===== src/rtl/lvds_pulse_tx_if.sv =====
// lvds_pulse_tx_if: control and output bundle of the pulse transmitter.
// master drives burst control, slave is the transmitter.
interface lvds_pulse_tx_if #(
  parameter int NBINS = 8,
  parameter int PW    = $clog2(NBINS)
);
  logic             start;
  logic             abort;
  logic [PW-1:0]    phaseoffset;
  logic [PW:0]      pulsewidth;
  logic [7:0]       period;
  logic [7:0]       npulses;
  logic             randphase;
  logic             clrcount;
  logic [NBINS-1:0] lvds_tx;
  logic             busy;
  logic             done;
  logic [15:0]      pulsecount;

  modport master (
    output start, abort, phaseoffset, pulsewidth,
    output period, npulses, randphase, clrcount,
    input  lvds_tx, busy, done, pulsecount
  );

  modport slave (
    input  start, abort, phaseoffset, pulsewidth,
    input  period, npulses, randphase, clrcount,
    output lvds_tx, busy, done, pulsecount
  );
endinterface


===== src/rtl/lvds_pulse_tx.sv =====
// lvds_pulse_tx: fine-bin pulse burst generator for an LVDS serializer.
// Optional LFSR random phase: define PULSE_TX_PRBS_EN.
module lvds_pulse_tx #(
  parameter int NBINS = 8,
  parameter int PW    = $clog2(NBINS)
) (
  input  logic clkin,
  input  logic rst,
  lvds_pulse_tx_if.slave bus
);

  typedef enum logic [1:0] {
    IDLE = 2'd0,
    FIRE = 2'd1,
    GAP  = 2'd2,
    TAIL = 2'd3
  } state_t;

  localparam logic [PW:0] WMAX = (PW+1)'(NBINS);

  state_t             state_q, state_d;
  logic [7:0]         cnt_q, cnt_d;
  logic [7:0]         rem_q, rem_d;
  logic [7:0]         per_q, per_d;
  logic [PW-1:0]      ph_q, ph_d;
  logic [PW:0]        wid_q, wid_d;
  logic [NBINS-1:0]   spill_q, spill_d;
  logic [NBINS-1:0]   lvds_q, lvds_d;
  logic               busy_q, busy_d;
  logic               done_q, done_d;
  logic [15:0]        pcnt_q, pcnt_d;

  logic               go;
  logic               fire_ok;
  logic [PW-1:0]      ph_now;
  logic [2*NBINS-1:0] ones;
  logic [2*NBINS-1:0] mask;

  assign go      = (state_q == IDLE) && bus.start && !bus.abort;
  assign fire_ok = (state_q == FIRE) && !bus.abort;

`ifdef PULSE_TX_PRBS_EN
  logic [15:0] lfsr_q, lfsr_d;
  logic        rnd_q, rnd_d;
  logic        fb;

  assign fb     = lfsr_q[15] ^ lfsr_q[13] ^ lfsr_q[12] ^ lfsr_q[10];
  assign ph_now = rnd_q ? lfsr_q[PW-1:0] : ph_q;

  // LFSR steps once per emitted head; phase mode latched at start
  always_comb begin
    lfsr_d = lfsr_q;
    rnd_d  = rnd_q;
    if (go)      rnd_d  = bus.randphase;
    if (fire_ok) lfsr_d = {lfsr_q[14:0], fb};
  end

  // LFSR and phase-mode registers
  always_ff @(posedge clkin or posedge rst) begin
    if (rst) begin
      lfsr_q <= 16'hACE1;
      rnd_q  <= 1'b0;
    end else begin
      lfsr_q <= lfsr_d;
      rnd_q  <= rnd_d;
    end
  end
`else
  logic unused_rand;

  assign unused_rand = bus.randphase;
  assign ph_now      = ph_q;
`endif

  // head occupies the low half, spill into next word the high half
  always_comb begin
    ones = ~({(2*NBINS){1'b1}} << wid_q);
    mask = ones << ph_now;
  end

  // next state, burst counters and output words
  always_comb begin
    state_d = state_q;
    cnt_d   = cnt_q;
    rem_d   = rem_q;
    per_d   = per_q;
    ph_d    = ph_q;
    wid_d   = wid_q;
    spill_d = '0;
    lvds_d  = '0;
    done_d  = 1'b0;
    pcnt_d  = pcnt_q;

    unique case (state_q)
      IDLE: begin
        if (go) begin
          ph_d    = bus.phaseoffset;
          rem_d   = bus.npulses;
          per_d   = (bus.period < 8'd2) ? 8'd2 : bus.period;
          if (bus.pulsewidth == '0)
            wid_d = (PW+1)'(1);
          else if (bus.pulsewidth > WMAX)
            wid_d = WMAX;
          else
            wid_d = bus.pulsewidth;
          cnt_d   = 8'd0;
          state_d = GAP;
        end
      end
      FIRE: begin
        lvds_d  = mask[NBINS-1:0];
        spill_d = mask[2*NBINS-1:NBINS];
        pcnt_d  = pcnt_q + 16'd1;
        if (rem_q == 8'd1) begin
          state_d = TAIL;
        end else begin
          state_d = GAP;
          cnt_d   = per_q - 8'd2;
          if (rem_q != 8'd0) rem_d = rem_q - 8'd1;
        end
      end
      GAP: begin
        lvds_d = spill_q;
        if (cnt_q == 8'd0) state_d = FIRE;
        else               cnt_d   = cnt_q - 8'd1;
      end
      TAIL: begin
        lvds_d  = spill_q;
        done_d  = 1'b1;
        state_d = IDLE;
      end
      default: state_d = IDLE;
    endcase

    if (bus.abort && state_q != IDLE) begin
      state_d = IDLE;
      lvds_d  = '0;
      spill_d = '0;
      done_d  = 1'b0;
      pcnt_d  = pcnt_q;
    end

    if (bus.clrcount) pcnt_d = 16'd0;

    busy_d = (state_d != IDLE);
  end

  // state, latched config and registered outputs
  always_ff @(posedge clkin or posedge rst) begin
    if (rst) begin
      state_q <= IDLE;
      cnt_q   <= '0;
      rem_q   <= '0;
      per_q   <= '0;
      ph_q    <= '0;
      wid_q   <= '0;
      spill_q <= '0;
      lvds_q  <= '0;
      busy_q  <= 1'b0;
      done_q  <= 1'b0;
      pcnt_q  <= '0;
    end else begin
      state_q <= state_d;
      cnt_q   <= cnt_d;
      rem_q   <= rem_d;
      per_q   <= per_d;
      ph_q    <= ph_d;
      wid_q   <= wid_d;
      spill_q <= spill_d;
      lvds_q  <= lvds_d;
      busy_q  <= busy_d;
      done_q  <= done_d;
      pcnt_q  <= pcnt_d;
    end
  end

  assign bus.lvds_tx    = lvds_q;
  assign bus.busy       = busy_q;
  assign bus.done       = done_q;
  assign bus.pulsecount = pcnt_q;

endmodule


===== src/flat_wrapper.sv =====
// flat-port wrapper written by rule: the top's interface ports become plain ports
module lvds_pulse_tx_flat 
#(
  parameter int NBINS = 8,
  parameter int PW    = $clog2(NBINS)
)
  (clkin, rst, bus_start, bus_abort, bus_phaseoffset, bus_pulsewidth, bus_period, bus_npulses, bus_randphase, bus_clrcount, bus_lvds_tx, bus_busy, bus_done, bus_pulsecount);
  lvds_pulse_tx_if #(.NBINS(NBINS), .PW(PW)) bus_i ();
  input  logic clkin;
  input  logic rst;
  input wire logic [$bits(bus_i.start)-1:0] bus_start;
  input wire logic [$bits(bus_i.abort)-1:0] bus_abort;
  input wire logic [$bits(bus_i.phaseoffset)-1:0] bus_phaseoffset;
  input wire logic [$bits(bus_i.pulsewidth)-1:0] bus_pulsewidth;
  input wire logic [$bits(bus_i.period)-1:0] bus_period;
  input wire logic [$bits(bus_i.npulses)-1:0] bus_npulses;
  input wire logic [$bits(bus_i.randphase)-1:0] bus_randphase;
  input wire logic [$bits(bus_i.clrcount)-1:0] bus_clrcount;
  output wire logic [$bits(bus_i.lvds_tx)-1:0] bus_lvds_tx;
  output wire logic [$bits(bus_i.busy)-1:0] bus_busy;
  output wire logic [$bits(bus_i.done)-1:0] bus_done;
  output wire logic [$bits(bus_i.pulsecount)-1:0] bus_pulsecount;
  assign bus_i.start = bus_start;
  assign bus_i.abort = bus_abort;
  assign bus_i.phaseoffset = bus_phaseoffset;
  assign bus_i.pulsewidth = bus_pulsewidth;
  assign bus_i.period = bus_period;
  assign bus_i.npulses = bus_npulses;
  assign bus_i.randphase = bus_randphase;
  assign bus_i.clrcount = bus_clrcount;
  assign bus_lvds_tx = bus_i.lvds_tx;
  assign bus_busy = bus_i.busy;
  assign bus_done = bus_i.done;
  assign bus_pulsecount = bus_i.pulsecount;
  lvds_pulse_tx #(.NBINS(NBINS), .PW(PW)) u_core (.clkin(clkin), .rst(rst), .bus(bus_i));
endmodule

===== config.mk =====
export PLATFORM = sky130hd
export DESIGN_NAME = lvds_pulse_tx_flat
export DESIGN_NICKNAME = d
export VERILOG_FILES = /design/src/rtl/lvds_pulse_tx_if.sv /design/src/rtl/lvds_pulse_tx.sv /design/src/flat_wrapper.sv
export SDC_FILE = /design/constraint.sdc
export NUM_CORES = 1
export LEC_CHECK = 0
export CAP_MARGIN = 10
export CORE_MARGIN = 2
export CORE_UTILIZATION = 49
export CTS_CLUSTER_SIZE = 16
export DETAILED_ROUTE_END_ITERATION = 8
export PLACE_DENSITY = 0.76
export SLEW_MARGIN = 10
export SYNTH_ARGS = -nofsm -noshare
export SYNTH_HDL_FRONTEND = slang
export SYNTH_SLANG_ARGS = --single-unit

===== constraint.sdc =====
create_clock -name clkin -period 2.3 [get_ports clkin]
set_clock_uncertainty 0.1 [all_clocks]
set_input_delay 0.46 -clock clkin [delete_from_list [all_inputs] [get_ports clkin]]
set_output_delay 0.46 -clock clkin [all_outputs]
set_load 0.1 [all_outputs]

Word-level counts from Yosys, hierarchy flattened. Index checks and enable logic that the tools add are counted.

Add/subtract/negate cells: 4. Magnitude comparators: 2. Eq/ne operators: 9. Shifts and indexed selects: 2. Mux-type cells: 25. Bitwise logic cells: 1. Reduce and logical (&&, ||, !) cells: 18.

Operator list (number): $mux 8 (10); $mux 16 (3); $pmux 8 s2 (2); $pmux 8 s3 (1); $add 16x1->16 const B (1); $not 16->16 (1); $shl 16x3->16 (1); $shl 16x4->16 const A (1); $sub 8x1->8 const B (2); $eq 8x1->1 const B (1); $logic_not 8->1 (1); $lt 8x2->1 const B (1); $mux 4 (2); $ne 2x2->1 const B (4); $pmux 2 s4 (1); $reduce_and 4->1 (2); $reduce_bool 2->1 (4); $reduce_bool 8->1 (1); $sub 8x2->8 const B (1); $mux 2 (3); $eq 2x2->1 const B (2); $gt 4x4->1 const B (1); $logic_not 4->1 (1); $reduce_and 2->1 (2); 8 further kinds (12).

Flip-flop bits (word level): 67. Output and inout bits: 26. Logic and storage cells: 72.

Logic depth before layout (Yosys ltp). Gate-level depths: netlist of run 1.

Depth in word-level cells: 7. Mapped depth: 8. Mapped depth without buffers: 7.

Worst setup path after synthesis of run 1. No wires, ideal clock.

Path type: reg2reg. Start point: reg u_core.pcnt_q[6], in the netlist u_core.bus.pulsecount[6]. End point: reg u_core.pcnt_q[8], in the netlist u_core.bus.pulsecount[8]. Data arrival time: 2.141 ns. Slack: -0.018 ns. Cell stages (with the launch flop): 6. Buffers on the path: 1. Period minus slack after synthesis: 2.318 ns. Cell sequence: dfrtp_1 > clkinv_1 > or3_1 > buf_6 > or3_1 > a21oi_1.

Longest elaborated chain between the ends: 4.

RTL lines: start: declaration (RTL line lvds_pulse_tx.sv:31) `logic [15:0] pcnt_q, pcnt_d;`; start signal: assignment (RTL line lvds_pulse_tx.sv:173) `pcnt_q <= pcnt_d;`; $add 16x1->16 (RTL line lvds_pulse_tx.sv:113) `pcnt_d = pcnt_q + 16'd1;`; $mux 16 (RTL line lvds_pulse_tx.sv:94) `unique case (state_q)`; $mux 16 (RTL line lvds_pulse_tx.sv:135) `if (bus.abort && state_q != IDLE) begin`; $mux 16 (RTL line lvds_pulse_tx.sv:143) `if (bus.clrcount) pcnt_d = 16'd0;`.

Every way passes these cells. The select of a mux whose other input is x is not followed. A chain may end at the register's enable or synchronous reset.

Worst setup path in the final report of run 1.
Start point: reg u_core.rem_q[1]. End point: reg u_core.cnt_q[4].

Longest elaborated chain between the ends: 3.

RTL lines: start: declaration (RTL line lvds_pulse_tx.sv:23) `logic [7:0] rem_q, rem_d;`; start signal: assignment (RTL line lvds_pulse_tx.sv:165) `rem_q <= rem_d;`; $eq 8x1->1 (RTL line lvds_pulse_tx.sv:114) `if (rem_q == 8'd1) begin`; $ne 2x2->1 (no source line); $reduce_and 4->1 (no source line); end signal: assignment (RTL line lvds_pulse_tx.sv:164) `cnt_q <= cnt_d;`; end: declaration (RTL line lvds_pulse_tx.sv:22) `logic [7:0] cnt_q, cnt_d;`.

Every way passes these cells.

==> impl_metrics.py, run 1 <==
metrics = {
    "outcome": {
        "status": "finished, final reports clean",
    },
    "synthesis": {
        "netlist-cell-type-count": 58,
        "synth-seq-cells": 67,
        "synthArstFlopShare_pct": 100.0,
        "synth_top_cell_area_share_pct": 44.24,
        "synth_fp_nets": 447,
        "avgSynthCellArea_um2": 9.335,
        "ys_seq_area_share_pct": 44.24,
        "synth_warnings": 0,
        "synth_common_cells": "dfrtp_1, nor2_1, nand2_1",
        "synth.area.top_cells": "dfrtp_1, nor2_1, ha_1, a21oi_1, nand2_1",
        "dominantRegCellSynth": "dfrtp_1",
        "netlist_instances": 406,
        "synth_area_um2": 3790,
        "synth_edf_count": 0,
        "synthMostInstantiatedCell": "dfrtp_1",
        "yosysTopAreaCell": "dfrtp_1",
    },
    "cts": {
        "path_clk_slew_ps": 80,
        "cts.sinks": 67,
        "ctsResizeCount": 0,
        "cts-root-buf": "clkbuf_8",
        "cts_htree_levels": 3,
        "hold_buffers": 0,
        "clockBufferDepth": 2,
        "cts_tree": "built",
        "cts_buffers": 9,
        "cts_setup_buffers": 0,
        "clkLatencyLatePin_ps": 340,
    },
    "layout": {
        "stdcell_count": 566,
        "syn_to_final_growth_pct": 20.77,
        "drive_gt1_share_pct": 17.89,
        "nNetsFinal": 503,
        "final_design_area_no_fill_um2": 4577,
        "postLayoutCoreUtil_pct": 60.16,
        "diodes": 0,
    },
    "timing": {
        "worstMarginPinSlew_ps": 623.6,
        "report.final.hold_viol_count": 0,
        "max_freq_mhz": 473.5,
        "slew_viol_final": 0,
        "rsz0062_at_grt": "false",
        "setup_slack_ps": 187.9,
        "fin_crit_sh_pct": 91.83,
        "period_needed_ps": 2112,
        "whs_ps": 392.6,
        "fin_setup_tns_ps": 0,
        "slew_headroom_pct": 58.43,
        "setup_viol_count_final": 0,
    },
    "drt": {
        "detail-route-antenna-nets": 0,
        "vias_per_cell": 5.650,
        "drtIter0Drc": 122,
        "wl_um": 8200,
        "drcViolationCount": 0,
        "wl_per_cell_um": 14.49,
        "num_vias": 3198,
        "drtPass1Iterations": 4,
    },
    "setup_path": {
        "reg2reg_setup_slack_ps": 190,
        "crit_required_ps": 2440,
        "start_kind": "flip-flop",
        "r2r_cells": 8,
        "worstSetupPathType": "reg2reg",
        "worstSetupEndpointType": "flip-flop",
        "rr_startpoint": "u_core.rem_q[1]$_DFFE_PP0P_",
        "cp_max_fo": 8,
        "worstPathArrival_ps": 2250,
        "r2r-end": "u_core.cnt_q[4]$_DFFE_PP0P_",
    },
    "global_route": {
        "grt_pass1_vias": 3034,
        "antenna_found_initial": 0,
        "grt_use_total_pct": 20.72,
        "grt_start_max_net_pins": 29,
        "overflow": 0,
        "grt_pass1_wl_um": 14010,
    },
    "flow_run": {
        "cap_violations": 0,
    },
    "min_path": {
        "hold_path_class": "in2async",
    },
    "die": {
        "row_count": 32,
        "core_area_um2": 7607,
        "fp.dieH_um": 91.95,
        "ios": 55,
        "initial_utilization_pct": 49.82,
        "die_w_um": 91.95,
        "dieArea_um2": 8454,
    },
    "placed_design": {
        "dp_hpwl_um": 5916,
        "placed_cell_area_um2": 4422,
        "pre_cts_slack_ps": 1.442,
        "io_buffer_count": 53,
        "placedCellCount": 553,
        "gp_congestion": 0.8535,
    },
    "power": {
        "finalPower_mw": 5.600,
        "power_density_nw_per_um2": 1223,
        "vdd_drop_max_mv": 0.8289,
        "p_leak_nw": 1.992,
    },
}
placed cells by master (no fill, tap or decap), types with 7 or more instances in the layout:
master           count
dfrtp_1             67
nor2_1              42
buf_4               39
nand2_1             36
a21oi_1             27
clkdlybuf4s50_1     27
o21ai_0             25
inv_1               14
xnor2_1             13
ha_1                12
mux2_2              10
clkbuf_8            10
nor3_1               9
a22oi_1              9
nand3_1              9
a31oi_1              8
nor4_1               7
a22o_1               7
logic make-up after synthesis:
| logic type | count (synthesis) | synth area share [%] |
|---|---|---|
| AND/OR/NAND/NOR | 144 | 20.73 |
| multiplexers | 10 | 2.971 |
| XOR/XNOR | 18 | 4.160 |
| AO/OA/AOI/OAI | 113 | 19.28 |
| flip-flops | 67 | 44.24 |
| buffers and inverters | 41 | 4.391 |
| adder cells (fa/ha/maj) | 13 | 4.226 |
where the power goes:
part / internal [mW] / switching (mW) / total (mW)
Clock: 0.398 / 0.421 / 0.819
Combinational: 1.10 / 1.68 / 2.78
Sequential: 1.52 / 0.482 / 2.00
sequential cells by signal (all words and copies together), names as in the netlist:
register               cells
u_core.cnt_q               8
u_core.spill_q             8
u_core.wid_q               4
u_core.per_q               8
u_core.bus.busy            1
u_core.bus.pulsecount     16
u_core.bus.done            1
u_core.rem_q               8
u_core.ph_now              3
u_core.bus.lvds_tx         8
u_core.state_q             2
how the worst max path moves through the flow:
| stage | startpoint | end | slack, ps | depth (start not counted) |
|---|---|---|---|---|
| CTS | u_core.rem_q[1]$_DFFE_PP0P_ | u_core.cnt_q[4]$_DFFE_PP0P_ | 200 | 8 |
| floorplan | u_core.bus.pulsecount[6]$_DFFE_PP0P_ | u_core.bus.pulsecount[8]$_DFFE_PP0P_ | -20 | 5 |
| detailed placement | bus_abort | u_core.cnt_q[4]$_DFFE_PP0P_ | 1 | 6 |
| global route | u_core.state_q[0]$_DFF_PP0_ | u_core.bus.pulsecount[8]$_DFFE_PP0P_ | 60 | 6 |
| global placement | bus_abort | u_core.cnt_q[4]$_DFFE_PP0P_ | 30 | 6 |
| finish | u_core.rem_q[1]$_DFFE_PP0P_ | u_core.cnt_q[4]$_DFFE_PP0P_ | 190 | 8 |
routing by layer:
metal	vias up	share of wire, %	global-route usage (%)
met4	0	0.88	5.348
met2	83	48	32.84
met5	-	0	0
met3	7	4.7	5.423
met1	1545	46	28.46
li1	1563	-	-
area by class of cell:
| type | instances | area [µm²] |
|---|---|---|
| clock buffers | 10 | 137.6 |
| inverters | 18 | 67.56 |
| well taps | 102 | 127.6 |
| flip-flops and latches | 67 | 1677 |
| multi-input cells | 298 | 1947 |
| clock inverters | 3 | 17.52 |
| repair buffers | 68 | 603.1 |
| fillers | 671 | 3030 |
critical path, stage by stage, from the launching register on:
cell and delay, ps:
dfrtp_1 370, inv_1 100, ha_1 200, nor4b_1 140, buf_4 150, a221oi_2 260
o21a_1 320, o21ai_0 130, a22o_1 240
No activity file was read; power rests on OpenSTA's default activity.
==> run 2: changes to the inputs <==
--- a/config.mk
+++ b/config.mk
@@ -11,6 +11,7 @@
 export CTS_CLUSTER_SIZE = 16
 export DETAILED_ROUTE_END_ITERATION = 8
 export PLACE_DENSITY = 0.76
+export REMOVE_ABC_BUFFERS = 1
 export SLEW_MARGIN = 10
 export SYNTH_ARGS = -nofsm -noshare
 export SYNTH_HDL_FRONTEND = slang
==> run 2 against run 1 <==
  * Sequential power about the same
  * Critical path type unchanged
  * First-iteration DRC count rose by 3.3%
  * Count of clock-buffer cells in the layout grew 5
  * Register-to-register slack better by 20 ps
==> impl_metrics.py, run 2 (synthesis gave the netlist of run 1 again) <==
metrics = {
    "outcome": {
        "status": "finished, final reports clean",
    },
    "layout": {
        "syn_to_final_growth_pct": 21.82,
        "diodes": 0,
        "nNetsFinal": 505,
        "mostFrequentLayoutCells": "dfrtp_1, nor2_1, buf_4",
        "seqCellArea_um2": 1677,
        "drive_gt1_share_pct": 18.55,
        "largest_register_ffs": 16,
        "layout_commonest_cell": "dfrtp_1",
        "fillCellCount": 669,
        "postLayoutCoreUtil_pct": 60.69,
        "multi_input_area_um2": 1948,
    },
    "setup_path": {
        "crit_required_ps": 2470,
        "worstSetupEndpointType": "flip-flop",
        "worstSetupPathType": "reg2reg",
        "worstPathArrival_ps": 2250,
        "start_kind": "flip-flop",
        "cp_max_fo": 7,
    },
    "cts": {
        "path_clk_slew_ps": 70,
        "hold_buffers": 0,
        "cts_setup_buffers": 0,
        "cts_buffers": 9,
        "clockBufferDepth": 2,
        "cts_htree_levels": 3,
        "cts-root-buf": "clkbuf_8",
        "clkLatencyLatePin_ps": 360,
        "cts_tree": "built",
        "cts.sinks": 67,
        "ctsResizeCount": 0,
    },
    "timing": {
        "fin_setup_tns_ps": 0,
        "worstMarginPinSlew_ps": 621.5,
        "max_freq_mhz": 479.0,
        "slew_viol_final": 0,
        "whs_ps": 394.9,
        "report.final.hold_viol_count": 0,
        "fin_crit_sh_pct": 90.77,
        "slew_headroom_pct": 58.41,
        "setup_viol_count_final": 0,
        "period_needed_ps": 2088,
        "rsz0062_at_grt": "false",
    },
    "power": {
        "vdd_drop_max_mv": 0.7306,
        "p_leak_nw": 2.018,
        "power_density_nw_per_um2": 1249,
    },
    "global_route": {
        "grt_use_total_pct": 20.71,
        "grt_pass1_wl_um": 14100,
        "antenna_found_initial": 0,
        "grt_pass1_vias": 3051,
        "grt_start_max_net_pins": 68,
        "overflow": 0,
    },
    "die": {
        "die_w_um": 91.95,
        "fp.dieH_um": 91.95,
        "initial_utilization_pct": 49.82,
        "ios": 55,
        "row_count": 32,
        "dieArea_um2": 8454,
        "core_area_um2": 7607,
    },
    "placed_design": {
        "gp_congestion": 0.8213,
        "io_buffer_count": 53,
        "dp_hpwl_um": 5764,
    },
    "drt": {
        "wirelength_met1_um": 3807,
        "drtPass1Iterations": 4,
        "detail-route-antenna-nets": 0,
        "vias_per_cell": 5.646,
        "wl_met2_um": 3786,
        "routed.top_layer": "met4",
        "wl_per_cell_um": 14.38,
        "drcViolationCount": 0,
        "num_vias": 3224,
        "wl_um": 8210,
        "drtIter0Drc": 126,
        "dr_wl_met3_um": 467,
    },
    "flow_run": {
        "cap_violations": 0,
    },
    "min_path": {
        "hold_path_class": "in2async",
    },
}
-- run 2: worst max-delay path: stages (launching register included) --
cell,delay [ps]
dfrtp_1,420
inv_1,130
ha_1,250
or2b_1,270
nand4_2,290
or3_1,390
a21oi_1,150
-- run 2: final cells by class --
type,instances,share of cell area [%]
flip-flops and latches,67,36.31
clock inverters,1,0.1084
inverters,18,1.463
clock buffers,15,4.038
well taps,102,2.764
multi-input cells,298,42.20
repair buffers,70,13.12
-- run 2: report_power, final --
| part | switching [mW] | internal [mW] |
|---|---|---|
| logic | 1.69 | 1.14 |
| registers | 0.465 | 1.52 |
| clock network | 0.435 | 0.509 |
-- run 2: per-layer routing --
layer / global-route usage [%] / up-vias
li1: - / 1570
met1: 28.13 / 1540
met2: 33.27 / 100
met3: 3.533 / 14
met4: 7.960 / 0
met5: 0 / -
-- run 2: worst paths after layout --
path / startpoint / to / slack (ps) / cells past startpoint
setup / recovery: u_core.state_q[0]$_DFF_PP0_ / u_core.bus.pulsecount[6]$_DFFE_PP0P_ / 210 / 6
hold / removal: rst / u_core.rem_q[3]$_DFFE_PP0P_ / 390 / 3
setup reg to reg: u_core.state_q[0]$_DFF_PP0_ / u_core.bus.pulsecount[6]$_DFFE_PP0P_ / 210 / 6
hold reg to reg: u_core.cnt_q[7]$_DFFE_PP0P_ / u_core.cnt_q[7]$_DFFE_PP0P_ / 390 / 1
max in group asynchronous: rst / u_core.ph_now[2]$_DFFE_PP0P_ / 1400 / 3
min in group clkin: u_core.cnt_q[7]$_DFFE_PP0P_ / u_core.cnt_q[7]$_DFFE_PP0P_ / 400 / 1
-- run 2: per-stage QoR --
step                cell area, µm²  power (mW)  instances  setup slack [ps]
global placement              4424       4.722        555             23.13
floorplan                     3691       3.944        383            -129.2
CTS                           4616       5.767        571             119.8
finish                        4617       5.764        571             212.2
detailed placement            4424       4.807        555            -20.36
global route                  4617       6.211        571             11.36
